--- config.mk ---
export PLATFORM = sky130hd
export DESIGN_NAME = writeback_top
export DESIGN_NICKNAME = d
export VERILOG_FILES = /design/src/rtl/writeback_top.sv
export SDC_FILE = /design/constraint.sdc
export NUM_CORES = 1
export LEC_CHECK = 0
export ABC_AREA = 1
export CORE_ASPECT_RATIO = 0.5
export CORE_UTILIZATION = 50
export CTS_BUF_LIST = sky130_fd_sc_hd__clkbuf_8
export DETAILED_ROUTE_END_ITERATION = 12
export PLACE_DENSITY = 0.83
export SLEW_MARGIN = 20
export SYNTH_ARGS = -nofsm -noshare
export SYNTH_HDL_FRONTEND = slang
export SYNTH_SLANG_ARGS = --single-unit
--- constraint.sdc ---
create_clock -name clk -period 2.7 [get_ports clk]
set_input_delay 0.54 -clock clk [delete_from_list [all_inputs] [get_ports clk]]
set_output_delay 0.54 -clock clk [all_outputs]
set_load 0.02 [all_outputs]
--- src/rtl/writeback_top.sv ---
// WRITEBACK stage: merges pipeline results and a buffered long-latency result stream onto one regfile write port.
// Defining WB_STARVE_EN adds a starvation counter that raises stall_pipe to force a FIFO drain.
`ifndef REG_ADDR
`define REG_ADDR 5
`endif
`ifndef REG_SIZE
`define REG_SIZE 32
`endif

module writeback_top #(
    parameter int FIFO_DEPTH   = 4,
    parameter int STARVE_LIMIT = 8
) (
    input  logic                         clk,
    input  logic                         reset,
    input  logic                         mem_regwrite,
    input  logic                         mem_memtoreg,
    input  logic [`REG_ADDR-1:0]         mem_dst_reg,
    input  logic [`REG_SIZE-1:0]         mem_alu_result,
    input  logic [`REG_SIZE-1:0]         mem_load_data,
    input  logic                         ll_valid,
    output logic                         ll_ready,
    input  logic [`REG_ADDR-1:0]         ll_dst_reg,
    input  logic [`REG_SIZE-1:0]         ll_data,
    output logic                         regwrite,
    output logic [`REG_ADDR-1:0]         wreg,
    output logic [`REG_SIZE-1:0]         wdata,
    output logic [$clog2(FIFO_DEPTH):0]  fifo_count,
    output logic                         stall_pipe
);
    localparam int PW = $clog2(FIFO_DEPTH);
    localparam int CW = PW + 1;

    logic [`REG_ADDR-1:0] dst_q  [FIFO_DEPTH];
    logic [`REG_ADDR-1:0] dst_d  [FIFO_DEPTH];
    logic [`REG_SIZE-1:0] data_q [FIFO_DEPTH];
    logic [`REG_SIZE-1:0] data_d [FIFO_DEPTH];
    logic [FIFO_DEPTH-1:0] vld_q, vld_d;
    logic [PW-1:0] head_q, head_d, tail_q, tail_d;
    logic [CW-1:0] count_q, count_d;
    logic regwrite_q, regwrite_d;
    logic [`REG_ADDR-1:0] wreg_q, wreg_d;
    logic [`REG_SIZE-1:0] wdata_q, wdata_d;
    logic handshake, push, push_vld, pop;

    assign ll_ready   = (count_q < CW'(FIFO_DEPTH));
    assign handshake  = ll_valid && ll_ready;
    assign regwrite   = regwrite_q;
    assign wreg       = wreg_q;
    assign wdata      = wdata_q;
    assign fifo_count = count_q;

    // Priority: pipeline write, then FIFO drain, then direct LL bypass when the FIFO is empty.
    always_comb begin
        dst_d      = dst_q;
        data_d     = data_q;
        vld_d      = vld_q;
        head_d     = head_q;
        tail_d     = tail_q;
        regwrite_d = 1'b0;
        wreg_d     = wreg_q;
        wdata_d    = wdata_q;
        push       = 1'b0;
        push_vld   = 1'b1;
        pop        = 1'b0;
        if (mem_regwrite) begin
            regwrite_d = 1'b1;
            wreg_d     = mem_dst_reg;
            wdata_d    = mem_memtoreg ? mem_load_data : mem_alu_result;
            // The pipeline write is younger, so older buffered results to the same register must never land.
            for (int i = 0; i < FIFO_DEPTH; i++) begin
                if (dst_q[i] == mem_dst_reg) vld_d[i] = 1'b0;
            end
            push     = handshake;
            push_vld = (ll_dst_reg != mem_dst_reg);
        end else if (count_q != '0) begin
            pop        = 1'b1;
            regwrite_d = vld_q[head_q];
            if (vld_q[head_q]) begin
                wreg_d  = dst_q[head_q];
                wdata_d = data_q[head_q];
            end
            push = handshake;
        end else if (handshake) begin
            regwrite_d = 1'b1;
            wreg_d     = ll_dst_reg;
            wdata_d    = ll_data;
        end
        if (push) begin
            dst_d[tail_q]  = ll_dst_reg;
            data_d[tail_q] = ll_data;
            vld_d[tail_q]  = push_vld;
            tail_d         = tail_q + PW'(1);
        end
        if (pop) head_d = head_q + PW'(1);
        count_d = count_q + CW'(push) - CW'(pop);
    end

    always_ff @(posedge clk) begin
        if (!reset) begin
            vld_q      <= '0;
            head_q     <= '0;
            tail_q     <= '0;
            count_q    <= '0;
            regwrite_q <= 1'b0;
            wreg_q     <= '0;
            wdata_q    <= '0;
        end else begin
            vld_q      <= vld_d;
            head_q     <= head_d;
            tail_q     <= tail_d;
            count_q    <= count_d;
            regwrite_q <= regwrite_d;
            wreg_q     <= wreg_d;
            wdata_q    <= wdata_d;
        end
    end

    // Payload storage needs no reset; the valid bits and count gate its use.
    always_ff @(posedge clk) begin
        dst_q  <= dst_d;
        data_q <= data_d;
    end

`ifdef WB_STARVE_EN
    localparam int SW = $clog2(STARVE_LIMIT + 1);
    logic [SW-1:0] starve_q, starve_d;
    logic stall_q, stall_d;

    // Count pipeline writes that block a non-empty FIFO; once the limit is hit, stall until the FIFO empties.
    always_comb begin
        starve_d = starve_q;
        if (count_q == '0 || pop) begin
            starve_d = '0;
        end else if (mem_regwrite && starve_q < SW'(STARVE_LIMIT)) begin
            starve_d = starve_q + SW'(1);
        end
        stall_d = (count_d != '0) && (stall_q || starve_d >= SW'(STARVE_LIMIT));
    end

    always_ff @(posedge clk) begin
        if (!reset) begin
            starve_q <= '0;
            stall_q  <= 1'b0;
        end else begin
            starve_q <= starve_d;
            stall_q  <= stall_d;
        end
    end

    assign stall_pipe = stall_q;
`else
    assign stall_pipe = 1'b0;
`endif
endmodule
# After elaboration in Yosys (flattened, before gate mapping)
# Cells that the tools add are included.
# classes
add_sub_neg	4
eq_ne	6
order_cmp	7
bitwise_logic	2
n_mux	40
reduce_logical	6
# ops
cell	count
2-to-1 mux 32 bit	8
bitwise mux 128 bit	1
binary-select mux 32 bit (select 2 bit)	1
demux 32 bit (select 2 bit)	1
2-to-1 mux 5 bit	7
bitwise mux 20 bit	1
== test 5 bit	4
2-to-1 mux 1 bit	14
binary-select mux 5 bit (select 2 bit)	1
demux 5 bit (select 2 bit)	1
2-to-1 mux 4 bit	2
>= comparator 3 bit (second input constant)	2
< comparator 2 x 3 -> 1 bit (second input constant)	2
inverter 2 -> 3 bit	2
nonzero test 3 bit	2
inequality test 5 bit	1
adder 2 x 1 -> 2 bit (second input constant)	2
bitwise mux 4 bit	1
adder 3 x 1 -> 3 bit	1
logical AND 1 bit	3
< comparator 3 x 1 -> 1 bit (second input constant)	1
< comparator 3 bit (second input constant)	1
inequality test 3 x 2 -> 1 bit (second input constant)	1
subtractor 3 x 1 -> 3 bit	1
4 further kinds	4
# totals
input_bits	111
reg_bits	197
wordCells	80

# Logic depth before layout (Yosys ltp)
# Gate-level depths: netlist of run 1.
# logic_depth
word_depth	7
depth_mapped	12
mapped_depth_nobuf	11

# Worst setup path before layout of run 1
# Ideal clock, no wire load.
# synth_path
path_type	register -> register
start	register count_q[2] (netlist: fifo_count[2])
end	register data_q[0] in the netlist's numbering, enable pin
synth_period_minus_slack_ns	2.970
arrival_ns	2.537
path_stages_with_launch	7
slack_ns	-0.270
required_ns	2.267
cell_sequence	dfxtp_1 inv_2 nand2_1 inv_1 nand2_1 buf_2 nor2_1
# synth_via
elab_chain_len	4
elab_cells_between_ends	5
# synth_rtl
item	line_no	text
from (decl)	40	logic [CW-1:0] count_q, count_d;
from (signal assigned)	112	count_q <= count_d;
< comparator 3 bit (*)	46	assign ll_ready = (count_q < CW'(FIFO_DEPTH));
via ll_ready	22	output logic ll_ready,
logical AND 1 bit (*)	47	assign handshake = ll_valid && ll_ready;
2-to-1 mux 1 bit	76	end else if (count_q != '0) begin
2-to-1 mux 1 bit (*)	66	if (mem_regwrite) begin
to (signal assigned)	122	data_q <= data_d;
to (decl)	36	logic [`REG_SIZE-1:0] data_q [FIFO_DEPTH];
# Mark *: on every way through the listed nets, which the timed path passes. The rest lies on a longest branch.
# A chain may end at the register's enable or synchronous reset.

# Worst setup path after layout of run 1
# layout_path
start	register count_q[2] (netlist: fifo_count[2])
end	output port ll_ready
# layout_via
elab_chain_len	1
# layout_rtl
item	line_no
< comparator 3 bit	46
to (decl)	22
# Every way passes these cells.

==> metrics.txt, run 1 <==
# TYPE chip_impl_metric gauge
chip_impl_metric{name="post-synth-top-area-fraction",unit=""} 0.481
chip_impl_metric{name="chipWidth",unit="um"} 194
chip_impl_metric{name="cts_buffers",unit=""} 17
chip_impl_metric{name="fp.dieArea",unit="mm2"} 0.0191
chip_impl_metric{name="finClkSkew",unit="ns"} 0.0176
chip_impl_metric{name="count_of_input_and_output_buffers",unit=""} 152
chip_impl_metric{name="drt-vias-per-instance",unit=""} 5.24
chip_impl_info{name="crit_path_cell_trace",value="inv_2 > clkdlybuf4s50_1"} 1
chip_impl_info{name="synth_top_cells_by_area",value="sky130_fd_sc_hd__edfxtp_1 48%, sky130_fd_sc_hd__nor2_1 12%, sky130_fd_sc_hd__dfxtp_1 11%"} 1
chip_impl_metric{name="grt_max_degree",unit=""} 56
chip_impl_info{name="start_kind",value="flip-flop"} 1
chip_impl_metric{name="critPathMaxStageDelay",unit="ns"} 0.63
chip_impl_metric{name="fillers",unit=""} 1390
chip_impl_metric{name="cts-resized-gates",unit=""} 0
chip_impl_metric{name="irDropWorstVdd",unit="mV"} 0.481
chip_impl_metric{name="worst-path-max-fanout",unit=""} 8
chip_impl_metric{name="synthesis.nets",unit=""} 1197
chip_impl_metric{name="place_hpwl",unit="um"} 15700
chip_impl_metric{name="clock-sinks",unit=""} 197
chip_impl_metric{name="timing_max_transition_violations_final",unit=""} 0
chip_impl_metric{name="number_of_routed_nets_with_antenna_violations",unit=""} 0
chip_impl_info{name="tritoncts_clock_tree",value="done"} 1
chip_impl_metric{name="synth.lib_cells_used.distinct",unit=""} 28
chip_impl_metric{name="timing_worst_slew_pin_value",unit="ns"} 0.595
chip_impl_info{name="cts_root_buffer",value="sky130_fd_sc_hd__clkbuf_8"} 1
chip_impl_metric{name="synth-warning-count",unit=""} 0
chip_impl_metric{name="clkTransAtPathRegs",unit="ns"} 0.10
chip_impl_metric{name="fp.coreArea",unit="mm2"} 0.0177
chip_impl_metric{name="synth_seq_cells",unit=""} 197
chip_impl_metric{name="final_non_filler_cell_total",unit=""} 1463
chip_impl_info{name="yosys.cell_count.top_type",value="sky130_fd_sc_hd__nor2_1"} 1
chip_impl_metric{name="top_level_ports",unit=""} 154
chip_impl_metric{name="area.growth.synth_to_final",unit="%"} 23.9
chip_impl_metric{name="leakage",unit="uW"} 0.00466
chip_impl_metric{name="fmaxAchievable",unit="MHz"} 469
chip_impl_metric{name="synth-async-reset-ratio",unit=""} 0
chip_impl_info{name="most_common_flop_cell_mapped_by_yosys",value="sky130_fd_sc_hd__edfxtp_1"} 1
chip_impl_metric{name="finalCriticalPeriod",unit="ns"} 2.13
chip_impl_metric{name="route.final.wire_length",unit="um"} 23600
chip_impl_metric{name="grtUsageTotal",unit=""} 0.254
chip_impl_metric{name="clock_latency",unit="ns"} 0.47
chip_impl_metric{name="post-route-period-util",unit=""} 0.790
chip_impl_metric{name="maxCapViolations",unit=""} 0
chip_impl_metric{name="cts-hold-fix-buffers",unit=""} 0
chip_impl_metric{name="post_synth.cell_area_avg",unit="um2"} 8.55
chip_impl_info{name="worst_hold_path_type",value="reg -> reg"} 1
chip_impl_metric{name="drtIter0Drc",unit=""} 538
chip_impl_metric{name="residual_drc",unit=""} 0
chip_impl_metric{name="cts_setup_buffers",unit=""} 0
chip_impl_info{name="yosys.area.top_type",value="sky130_fd_sc_hd__edfxtp_1"} 1
chip_impl_metric{name="timing.setup.tns",unit="ns"} 0
chip_impl_metric{name="final_net_count",unit=""} 1333
chip_impl_info{name="cp-end-kind",value="output pin"} 1
chip_impl_metric{name="grt_remaining_overflow",unit=""} 0
chip_impl_metric{name="post_drt_wl_per_cell",unit="um"} 16.1
chip_impl_metric{name="synth_cells",unit=""} 1080
chip_impl_metric{name="finalCoreUtilization",unit=""} 0.645
chip_impl_metric{name="worstPathRequired",unit="ns"} 2.16
chip_impl_metric{name="finalHoldViolations",unit=""} 0
chip_impl_metric{name="drive_above_1_share",unit=""} 0.0586
chip_impl_metric{name="slew_headroom",unit=""} 0.603
chip_impl_metric{name="max-clock-path-buffers",unit=""} 2
chip_impl_metric{name="htree_num_levels",unit=""} 4
chip_impl_metric{name="dr.pass1.iters",unit=""} 6
chip_impl_info{name="cell_with_the_biggest_individual_delay_on_the_critical_path",value="sky130_fd_sc_hd__clkdlybuf4s50_1"} 1
chip_impl_metric{name="route.vias.total",unit=""} 7671
chip_impl_metric{name="report.final.setup_viol",unit=""} 0
chip_impl_metric{name="r2r_slack",unit="ns"} 0.72
chip_impl_metric{name="place.detailed.instances",unit=""} 1431
chip_impl_metric{name="grt_pass1_vias",unit=""} 7571
chip_impl_metric{name="grt_antenna_before_repair",unit=""} 0
chip_impl_metric{name="number_of_enable_flip_flop_cells_after_synthesis",unit=""} 148
chip_impl_metric{name="report.power.total",unit="uW"} 9900
chip_impl_metric{name="die_height",unit="um"} 98.1
chip_impl_metric{name="antenna_cells",unit=""} 0
chip_impl_metric{name="starting_density",unit=""} 0.521
chip_impl_info{name="synth_common_cells",value="288 x sky130_fd_sc_hd__nor2_1, 250 x sky130_fd_sc_hd__nand2_1, 148 x sky130_fd_sc_hd__edfxtp_1"} 1
chip_impl_metric{name="grt_first_pass_wirelength",unit="um"} 37800
chip_impl_metric{name="netlist_area",unit="mm2"} 0.00924
chip_impl_metric{name="synth-seq-area-share",unit=""} 0.587
chip_impl_metric{name="place.gp.congestion",unit=""} 0.910
chip_impl_info{name="critical_path_class",value="reg -> out"} 1
chip_impl_metric{name="worst-endpoint-arrival",unit="ns"} 1.59
chip_impl_info{name="result_of_the_run",value="finished, final reports clean"} 1
chip_impl_info{name="rsz0062_at_grt",value="no"} 1
chip_impl_metric{name="rows",unit=""} 34
chip_impl_metric{name="power_per_cell_area",unit="mW/mm2"} 865
## area by class of cell
type                    instances  area, um2  area share
flip-flops and latches        197       5430       0.474
clock inverters                15        218      0.0190
well taps                     234        293      0.0256
multi-input cells             749       3220       0.282
clock buffers                  17        234      0.0205
inverters                      76        290      0.0254
repair buffers                175       1760       0.154
## where the power goes
part           switching [uW]  total, uW  internal [uW]
clock                    1140       2100            962
combinational            2340       3720           1380
sequential                270       4070           3800
## layout by cell type (no fill, tap or decap), drive strengths merged
cell,netlist,final
a21oi,13,13
buf,39,23
bufinv,0,3
clkbuf,19,17
clkdlybuf4s50,0,152
clkinv,1,8
conb,1,1
dfxtp,49,49
edfxtp,148,148
fa,1,1
ha,5,5
inv,75,80
nand2,254,254
nand3,20,20
nand4,5,5
nor2,290,290
nor3,1,1
o21a,1,1
o21ai,150,150
xor2,8,8
## cell families (layout without fill, tap and decap cells)
kind of cell / count (synthesis) / in the layout / synth area share
adder cells (fa/ha/maj): 6 / 6 / 0.00894
AND/OR/NAND/NOR: 570 / 570 / 0.239
flip-flops: 197 / 197 / 0.587
AO/OA/AOI/OAI: 164 / 164 / 0.0895
buffers and inverters: 134 / 283 / 0.0671
other: 1 / 1 / 0.000406
XOR/XNOR: 8 / 8 / 0.00759
## critical path: cells and delay by family, from the launching register on
family	cells	cell delay [ns]
buf+inv	2	0.79
flops	1	0.35
## layer usage
metal	global-route usage	vias up	wire length, um
li1	-	3751	-
met1	0.328	3603	10100
met2	0.447	297	11600
met3	0.0480	20	1670
met4	0.0562	0	164
met5	0	-	0
## sequential cells by signal, indices dropped and copies added, names as in the netlist
signal      count
data_q        128
fifo_count      3
head_q          2
tail_q          2
dst_q          20
regwrite        1
wdata          32
vld_q           4
wreg            5
## per-stage QoR
| stage | setup WS (ns) | hold slack (ns) | area [um2] |
|---|---|---|---|
| after global routing | 0.500 | 0.524 | 11400 |
| after floorplan | -0.270 | 0.491 | 9240 |
| after CTS | 0.552 | 0.496 | 11400 |
| final | 0.566 | 0.498 | 11400 |
| after global placement | 0.258 | 0.467 | 11000 |
| after detailed placement | 0.237 | 0.476 | 11000 |
## final timing paths
check / startpoint / endpoint / cells past startpoint
max: fifo_count[2] / ll_ready / 2
min: wreg[2] / wreg[2] / 2
max reg2reg: fifo_count[0] / fifo_count[2] / 11
min reg2reg: wreg[2] / wreg[2] / 2
(Power assumes the default switching activity.)
==> run 2, diff against run 1 <==
- PLACE_DENSITY: 0.83 -> 0.8
- clock period: 2.7 -> 2.05 ns (I/O delays scaled with it)
==> metrics.txt, run 2 (same netlist as run 1, synthesis figures left out) <==
# TYPE chip_impl_metric gauge
chip_impl_metric{name="worstPathRequired",unit="ns"} 1.64
chip_impl_metric{name="grt_remaining_overflow",unit=""} 0
chip_impl_metric{name="leakage",unit="uW"} 0.00475
chip_impl_info{name="result_of_the_run",value="finished, final reports clean"} 1
chip_impl_metric{name="cp.buffers_inverters",unit=""} 1
chip_impl_info{name="reg2reg_from",value="fifo_count[1]"} 1
chip_impl_info{name="most-common-layout-cells",value="284 x sky130_fd_sc_hd__nor2_1, 250 x sky130_fd_sc_hd__nand2_1, 151 x sky130_fd_sc_hd__clkdlybuf4s50_1"} 1
chip_impl_metric{name="htree_num_levels",unit=""} 4
chip_impl_metric{name="place.detailed.instances",unit=""} 1446
chip_impl_metric{name="fp.coreArea",unit="mm2"} 0.0177
chip_impl_metric{name="residual_drc",unit=""} 0
chip_impl_metric{name="report.final.setup_viol",unit=""} 0
chip_impl_info{name="cp-end-kind",value="output pin"} 1
chip_impl_metric{name="drt-vias-per-instance",unit=""} 5.18
chip_impl_metric{name="grt_antenna_before_repair",unit=""} 0
chip_impl_info{name="critical_path_class",value="reg -> out"} 1
chip_impl_metric{name="fp.dieArea",unit="mm2"} 0.0191
chip_impl_metric{name="fillers",unit=""} 1370
chip_impl_metric{name="area.growth.synth_to_final",unit="%"} 25.9
chip_impl_metric{name="route.final.wire_length",unit="um"} 23200
chip_impl_metric{name="finalCriticalPeriod",unit="ns"} 1.90
chip_impl_info{name="crit_path_cell_trace",value="clkdlybuf4s50_1"} 1
chip_impl_metric{name="final_cell_area_excluding_filler_cells",unit="mm2"} 0.0116
chip_impl_metric{name="worst-endpoint-arrival",unit="ns"} 1.49
chip_impl_metric{name="sequential_cell_area",unit="mm2"} 0.00543
chip_impl_metric{name="count_of_input_and_output_buffers",unit=""} 152
chip_impl_metric{name="grt_first_pass_wirelength",unit="um"} 37600
chip_impl_info{name="cts_root_buffer",value="sky130_fd_sc_hd__clkbuf_8"} 1
chip_impl_metric{name="critPathMaxStageDelay",unit="ns"} 0.61
chip_impl_metric{name="chipWidth",unit="um"} 194
chip_impl_metric{name="detailed_place.area",unit="mm2"} 0.0112
chip_impl_metric{name="post-route-period-util",unit=""} 0.928
chip_impl_metric{name="report.power.total",unit="uW"} 13200
chip_impl_info{name="layout.cells.most_common",value="sky130_fd_sc_hd__nor2_1"} 1
chip_impl_metric{name="fmaxAchievable",unit="MHz"} 525
chip_impl_metric{name="finalHoldViolations",unit=""} 0
chip_impl_metric{name="drtIter0Drc",unit=""} 592
chip_impl_metric{name="cts_buffers",unit=""} 17
chip_impl_metric{name="grt_pass1_vias",unit=""} 7568
chip_impl_metric{name="power_per_cell_area",unit="mW/mm2"} 1130
chip_impl_metric{name="clock-sinks",unit=""} 197
chip_impl_info{name="cell_with_the_biggest_individual_delay_on_the_critical_path",value="sky130_fd_sc_hd__clkdlybuf4s50_1"} 1
chip_impl_metric{name="place_hpwl",unit="um"} 15600
chip_impl_metric{name="final_non_filler_cell_total",unit=""} 1479
chip_impl_metric{name="post_drt_wl_per_cell",unit="um"} 15.7
chip_impl_metric{name="timing_worst_slew_pin_value",unit="ns"} 0.534
chip_impl_metric{name="dr.pass1.iters",unit=""} 5
chip_impl_info{name="crit_path_start",value="fifo_count[1]"} 1
chip_impl_metric{name="die_height",unit="um"} 98.1
chip_impl_metric{name="worst-path-max-fanout",unit=""} 4
chip_impl_info{name="most_flops_register",value="data_q"} 1
chip_impl_info{name="tritoncts_clock_tree",value="done"} 1
chip_impl_metric{name="largest_register_ffs",unit=""} 128
chip_impl_metric{name="route.vias.total",unit=""} 7654
chip_impl_metric{name="starting_density",unit=""} 0.521
chip_impl_info{name="cp_top_family",value="buffers and inverters"} 1
chip_impl_metric{name="rows",unit=""} 34
chip_impl_metric{name="multiInputGateArea",unit="mm2"} 0.00322
chip_impl_metric{name="number_of_routed_nets_with_antenna_violations",unit=""} 0
chip_impl_info{name="worst_hold_path_type",value="reg -> reg"} 1
chip_impl_metric{name="timing_max_transition_violations_final",unit=""} 0
chip_impl_info{name="rsz0062_at_grt",value="no"} 1
chip_impl_metric{name="cts-hold-fix-buffers",unit=""} 0
chip_impl_metric{name="maxCapViolations",unit=""} 0
chip_impl_metric{name="antenna_cells",unit=""} 0
chip_impl_metric{name="finClkSkew",unit="ns"} 0.0177
chip_impl_info{name="start_kind",value="flip-flop"} 1
chip_impl_metric{name="drive_above_1_share",unit=""} 0.0739
chip_impl_metric{name="grtUsageTotal",unit=""} 0.252
chip_impl_metric{name="clock_latency",unit="ns"} 0.48
chip_impl_metric{name="max-clock-path-buffers",unit=""} 2
chip_impl_metric{name="slew_headroom",unit=""} 0.644
chip_impl_metric{name="finalHoldWorstSlack",unit="ns"} 0.507
chip_impl_metric{name="top_level_ports",unit=""} 154
chip_impl_metric{name="irDropWorstVdd",unit="mV"} 0.569
chip_impl_metric{name="place.gp.congestion",unit=""} 0.903
chip_impl_metric{name="grt_max_degree",unit=""} 67
chip_impl_metric{name="clkTransAtPathRegs",unit="ns"} 0.12
chip_impl_info{name="hp-start",value="wreg[2]"} 1
chip_impl_metric{name="final_net_count",unit=""} 1349
run 2: cell count changes in the layout (fill, tap and decap cells not counted), moves of 3 or more:
cell                       before  now
sky130_fd_sc_hd__inv_6          1    4
sky130_fd_sc_hd__dfxtp_1       47   44
sky130_fd_sc_hd__clkinv_8       3    9
sky130_fd_sc_hd__dfxtp_2        2    5
sky130_fd_sc_hd__buf_4         18   30
sky130_fd_sc_hd__inv_8          3    0
sky130_fd_sc_hd__clkinv_4       3    0
sky130_fd_sc_hd__buf_12         5    9
run 2: routing by layer:
metal  track usage  vias up  wire length [um]
met5             0        -                 0
met4        0.0794        0               276
met1         0.328     3563             10300
li1              -     3786                 -
met2         0.436      276             11300
met3        0.0404       29              1320
run 2: where the power goes:
part,internal (uW),switching [uW]
clock network,1080,1610
registers,5010,376
logic,2000,3100
run 2: cell type report:
class                           instances  share of cell area
Clock inverter                         15              0.0196
Inverter                               76              0.0252
Multi-Input combinational cell        749               0.277
Sequential cell                       197               0.467
Timing Repair Buffer                  191               0.166
Clock buffer                           17              0.0201
Tap cell                              234              0.0252
run 2: per-stage QoR:
step,utilization,setup slack [ns],setup TNS [ns]
4_1_cts,0.655,0.0224,0
6_report,0.656,0.147,0
5_1_grt,0.656,0.0145,0
3_5_place_dp,0.629,-0.172,-0.276
3_3_place_gp,0.629,-0.106,-0.151
2_1_floorplan,-,-0.250,-37.66
run 2: final timing paths:
path                            depth (start not counted)       endpoint  slack (ns)
worst min-delay path                                    2        wreg[2]        0.51
worst min register to register                          2        wreg[2]        0.51
worst max-delay path                                    1  fifo_count[1]        0.15
worst max register to register                         11  fifo_count[2]        0.21
run 2: repair_timing:
item	in CTS	in global routing
gates resized for setup	0	4
endpoints found under the setup margin	0	2
buffers inserted	0	1
==> run 3, diff against run 2 <==
- CORE_ASPECT_RATIO: 0.5 -> 0.7
==> metrics.txt, run 3 (same netlist as run 1, synthesis figures left out) <==
# TYPE chip_impl_metric gauge
chip_impl_metric{name="fillers",unit=""} 1466
chip_impl_metric{name="rows",unit=""} 41
chip_impl_metric{name="timing_worst_slew_pin_value",unit="ns"} 0.534
chip_impl_metric{name="grt_remaining_overflow",unit=""} 0
chip_impl_info{name="reg2reg_from",value="fifo_count[1]"} 1
chip_impl_metric{name="slew_headroom",unit=""} 0.644
chip_impl_metric{name="worst-endpoint-arrival",unit="ns"} 2.33
chip_impl_metric{name="irDropWorstVdd",unit="mV"} 0.586
chip_impl_metric{name="area.growth.synth_to_final",unit="%"} 25.7
chip_impl_metric{name="r2r_slack",unit="ns"} 0.13
chip_impl_metric{name="drive_above_1_share",unit=""} 0.0717
chip_impl_metric{name="starting_density",unit=""} 0.512
chip_impl_metric{name="report.power.total",unit="uW"} 13200
chip_impl_metric{name="power_per_cell_area",unit="mW/mm2"} 1140
chip_impl_info{name="most-common-layout-cells",value="284 x sky130_fd_sc_hd__nor2_1, 250 x sky130_fd_sc_hd__nand2_1, 148 x sky130_fd_sc_hd__edfxtp_1, 148 x sky130_fd_sc_hd__clkdlybuf4s50_1, 93 x sky130_fd_sc_hd__o21ai_0"} 1
chip_impl_metric{name="final_cell_area_excluding_filler_cells",unit="mm2"} 0.0116
chip_impl_info{name="worst_r2r_endpoint",value="fifo_count[2]"} 1
chip_impl_metric{name="die_height",unit="um"} 116
chip_impl_metric{name="grt_antenna_before_repair",unit=""} 0
chip_impl_metric{name="grt_first_pass_wirelength",unit="um"} 37200
chip_impl_metric{name="finalHoldViolations",unit=""} 0
chip_impl_metric{name="internal_power",unit="uW"} 8300
chip_impl_metric{name="count_of_input_and_output_buffers",unit=""} 152
chip_impl_metric{name="grt_pass1_vias",unit=""} 7231
chip_impl_metric{name="antenna_cells",unit=""} 0
chip_impl_metric{name="htree_num_levels",unit=""} 4
chip_impl_info{name="crit_path_start",value="fifo_count[1]"} 1
chip_impl_metric{name="drt-vias-per-instance",unit=""} 5.20
chip_impl_metric{name="number_of_routed_nets_with_antenna_violations",unit=""} 0
chip_impl_metric{name="drtIter0Drc",unit=""} 707
chip_impl_info{name="tritoncts_clock_tree",value="done"} 1
chip_impl_metric{name="clock_latency",unit="ns"} 0.48
chip_impl_metric{name="power.share.sequential",unit=""} 0.404
chip_impl_metric{name="timing.setup.tns",unit="ns"} 0
chip_impl_metric{name="chipWidth",unit="um"} 164
chip_impl_metric{name="post-route-period-util",unit=""} 0.934
chip_impl_metric{name="fp.coreArea",unit="mm2"} 0.0181
chip_impl_metric{name="place.gp.congestion",unit=""} 0.938
chip_impl_metric{name="finalCoreUtilization",unit=""} 0.643
chip_impl_metric{name="detailed_place.area",unit="mm2"} 0.0112
chip_impl_metric{name="largest_register_ffs",unit=""} 128
chip_impl_info{name="result_of_the_run",value="finished, final reports clean"} 1
chip_impl_metric{name="residual_drc",unit=""} 0
chip_impl_metric{name="route.vias.total",unit=""} 7688
chip_impl_metric{name="post_drt_wl_per_cell",unit="um"} 16.0
chip_impl_metric{name="cts-hold-fix-buffers",unit=""} 0
chip_impl_metric{name="worstPathRequired",unit="ns"} 2.46
chip_impl_metric{name="comb_power_share",unit=""} 0.396
chip_impl_info{name="worst_hold_path_type",value="in -> reg"} 1
chip_impl_metric{name="max-clock-path-buffers",unit=""} 2
chip_impl_metric{name="report.final.setup_viol",unit=""} 0
chip_impl_metric{name="leakage",unit="uW"} 0.00475
chip_impl_metric{name="worst-path-max-fanout",unit=""} 7
chip_impl_metric{name="grt_max_degree",unit=""} 41
chip_impl_metric{name="grtUsageTotal",unit=""} 0.261
chip_impl_metric{name="finalHoldWorstSlack",unit="ns"} 0.292
chip_impl_metric{name="dr.pass1.iters",unit=""} 5
chip_impl_info{name="most_flops_register",value="data_q"} 1
chip_impl_metric{name="clock_power_share",unit=""} 0.200
chip_impl_metric{name="cts_setup_buffers",unit=""} 0
chip_impl_metric{name="finalCriticalPeriod",unit="ns"} 1.92
chip_impl_info{name="cp-end-kind",value="flip-flop"} 1
chip_impl_info{name="critical_path_class",value="reg -> reg"} 1
chip_impl_info{name="cts_root_buffer",value="sky130_fd_sc_hd__clkbuf_8"} 1
chip_impl_info{name="rsz0062_at_grt",value="no"} 1
chip_impl_info{name="hold_end",value="fifo_count[1]"} 1
chip_impl_metric{name="switching_share",unit=""} 0.372
chip_impl_metric{name="clock-sinks",unit=""} 197
chip_impl_metric{name="fp.dieArea",unit="mm2"} 0.0190
chip_impl_info{name="start_kind",value="flip-flop"} 1
chip_impl_metric{name="maxCapViolations",unit=""} 0
chip_impl_metric{name="place_hpwl",unit="um"} 15400
chip_impl_metric{name="clkTransAtPathRegs",unit="ns"} 0.10
chip_impl_metric{name="cells_on_worst_hold_path",unit=""} 3
chip_impl_metric{name="top_level_ports",unit=""} 154
chip_impl_metric{name="fmaxAchievable",unit="MHz"} 522
chip_impl_metric{name="finClkSkew",unit="ns"} 0.00972
chip_impl_info{name="layout.cells.most_common",value="sky130_fd_sc_hd__nor2_1"} 1
chip_impl_metric{name="reg2regPathDepth",unit=""} 11
chip_impl_metric{name="timing_max_transition_violations_final",unit=""} 0
chip_impl_metric{name="switchingPower",unit="uW"} 4920
chip_impl_info{name="hp-start",value="reset"} 1
chip_impl_metric{name="cts_buffers",unit=""} 17
chip_impl_metric{name="final_net_count",unit=""} 1346
chip_impl_metric{name="route.final.wire_length",unit="um"} 23700
[run 3: cell types whose count changed in the layout (fill, tap and decap cells not counted), sizes merged, moves of 2 or more]
cell           delta
buf               -2
inv               -2
clkdlybuf4s50     -3
clkinv            -6
bufinv            +2
clkinvlp          +5
[run 3: repair_timing]
item                                    in CTS  in global routing
gates resized for setup                      1                  3
pin swaps                                    0                  1
gates cloned                                 0                  0
endpoints found under the setup margin       1                  3
[run 3: how the worst max path moves through the flow]
stage	end	slack, ns
6_report	fifo_count[2]	0.13
5_1_grt	fifo_count[2]	0.02
4_1_cts	ll_ready	0.02
3_5_place_dp	fifo_count[2]	-0.13
3_3_place_gp	fifo_count[2]	-0.09
2_1_floorplan	data_q[0]	-0.25
[run 3: per-stage QoR]
step / std cells / setup WS (ns)
floorplan: 1080 / -0.250
global placement: 1446 / -0.0869
detailed placement: 1446 / -0.130
CTS: 1478 / 0.0207
global route: 1478 / 0.0248
finish: 1478 / 0.134
[run 3: power groups by stage]
| stage | logic [uW] | clock network, uW | registers, uW |
|---|---|---|---|
| 2_1_floorplan | 2740 | 0 | 5790 |
| 3_3_place_gp | 5100 | 0 | 5410 |
| 3_5_place_dp | 5200 | 0 | 5420 |
| 4_1_cts | 5230 | 2650 | 5340 |
| 5_1_grt | 5770 | 2800 | 5410 |
| 6_report | 5240 | 2640 | 5350 |
[run 3: area by class of cell]
cell class              instances  area (um2)  share of cell area
multi-input cells             749        3220               0.277
flip-flops and latches        197        5430               0.468
repair buffers                188        1950               0.168
clock buffers                  18         248              0.0213
inverters                      76         290              0.0250
well taps                     236         295              0.0254
clock inverters                14         175              0.0151
[run 3: layer usage]
| metal | vias up | track usage | routed length, um | part of all wire |
|---|---|---|---|---|
| met3 | 33 | 0.0576 | 2070 | 0.087 |
| met1 | 3548 | 0.357 | 10400 | 0.44 |
| met5 | - | 0 | 0 | 0 |
| met2 | 332 | 0.417 | 10800 | 0.46 |
| li1 | 3775 | - | - | - |
| met4 | 0 | 0.0832 | 389 | 0.016 |
[run 3: worst max-delay path, cell delays in order (launching register included)]
cell and delay, ns:
sky130_fd_sc_hd__dfxtp_1 0.35, sky130_fd_sc_hd__nor2_4 0.22, sky130_fd_sc_hd__nand2_2 0.14, sky130_fd_sc_hd__nand2_2 0.09
sky130_fd_sc_hd__inv_1 0.05, sky130_fd_sc_hd__nand2_1 0.07, sky130_fd_sc_hd__o21ai_0 0.09, sky130_fd_sc_hd__ha_1 0.20
sky130_fd_sc_hd__fa_1 0.35, sky130_fd_sc_hd__inv_1 0.08, sky130_fd_sc_hd__o21ai_0 0.08, sky130_fd_sc_hd__a21oi_1 0.13
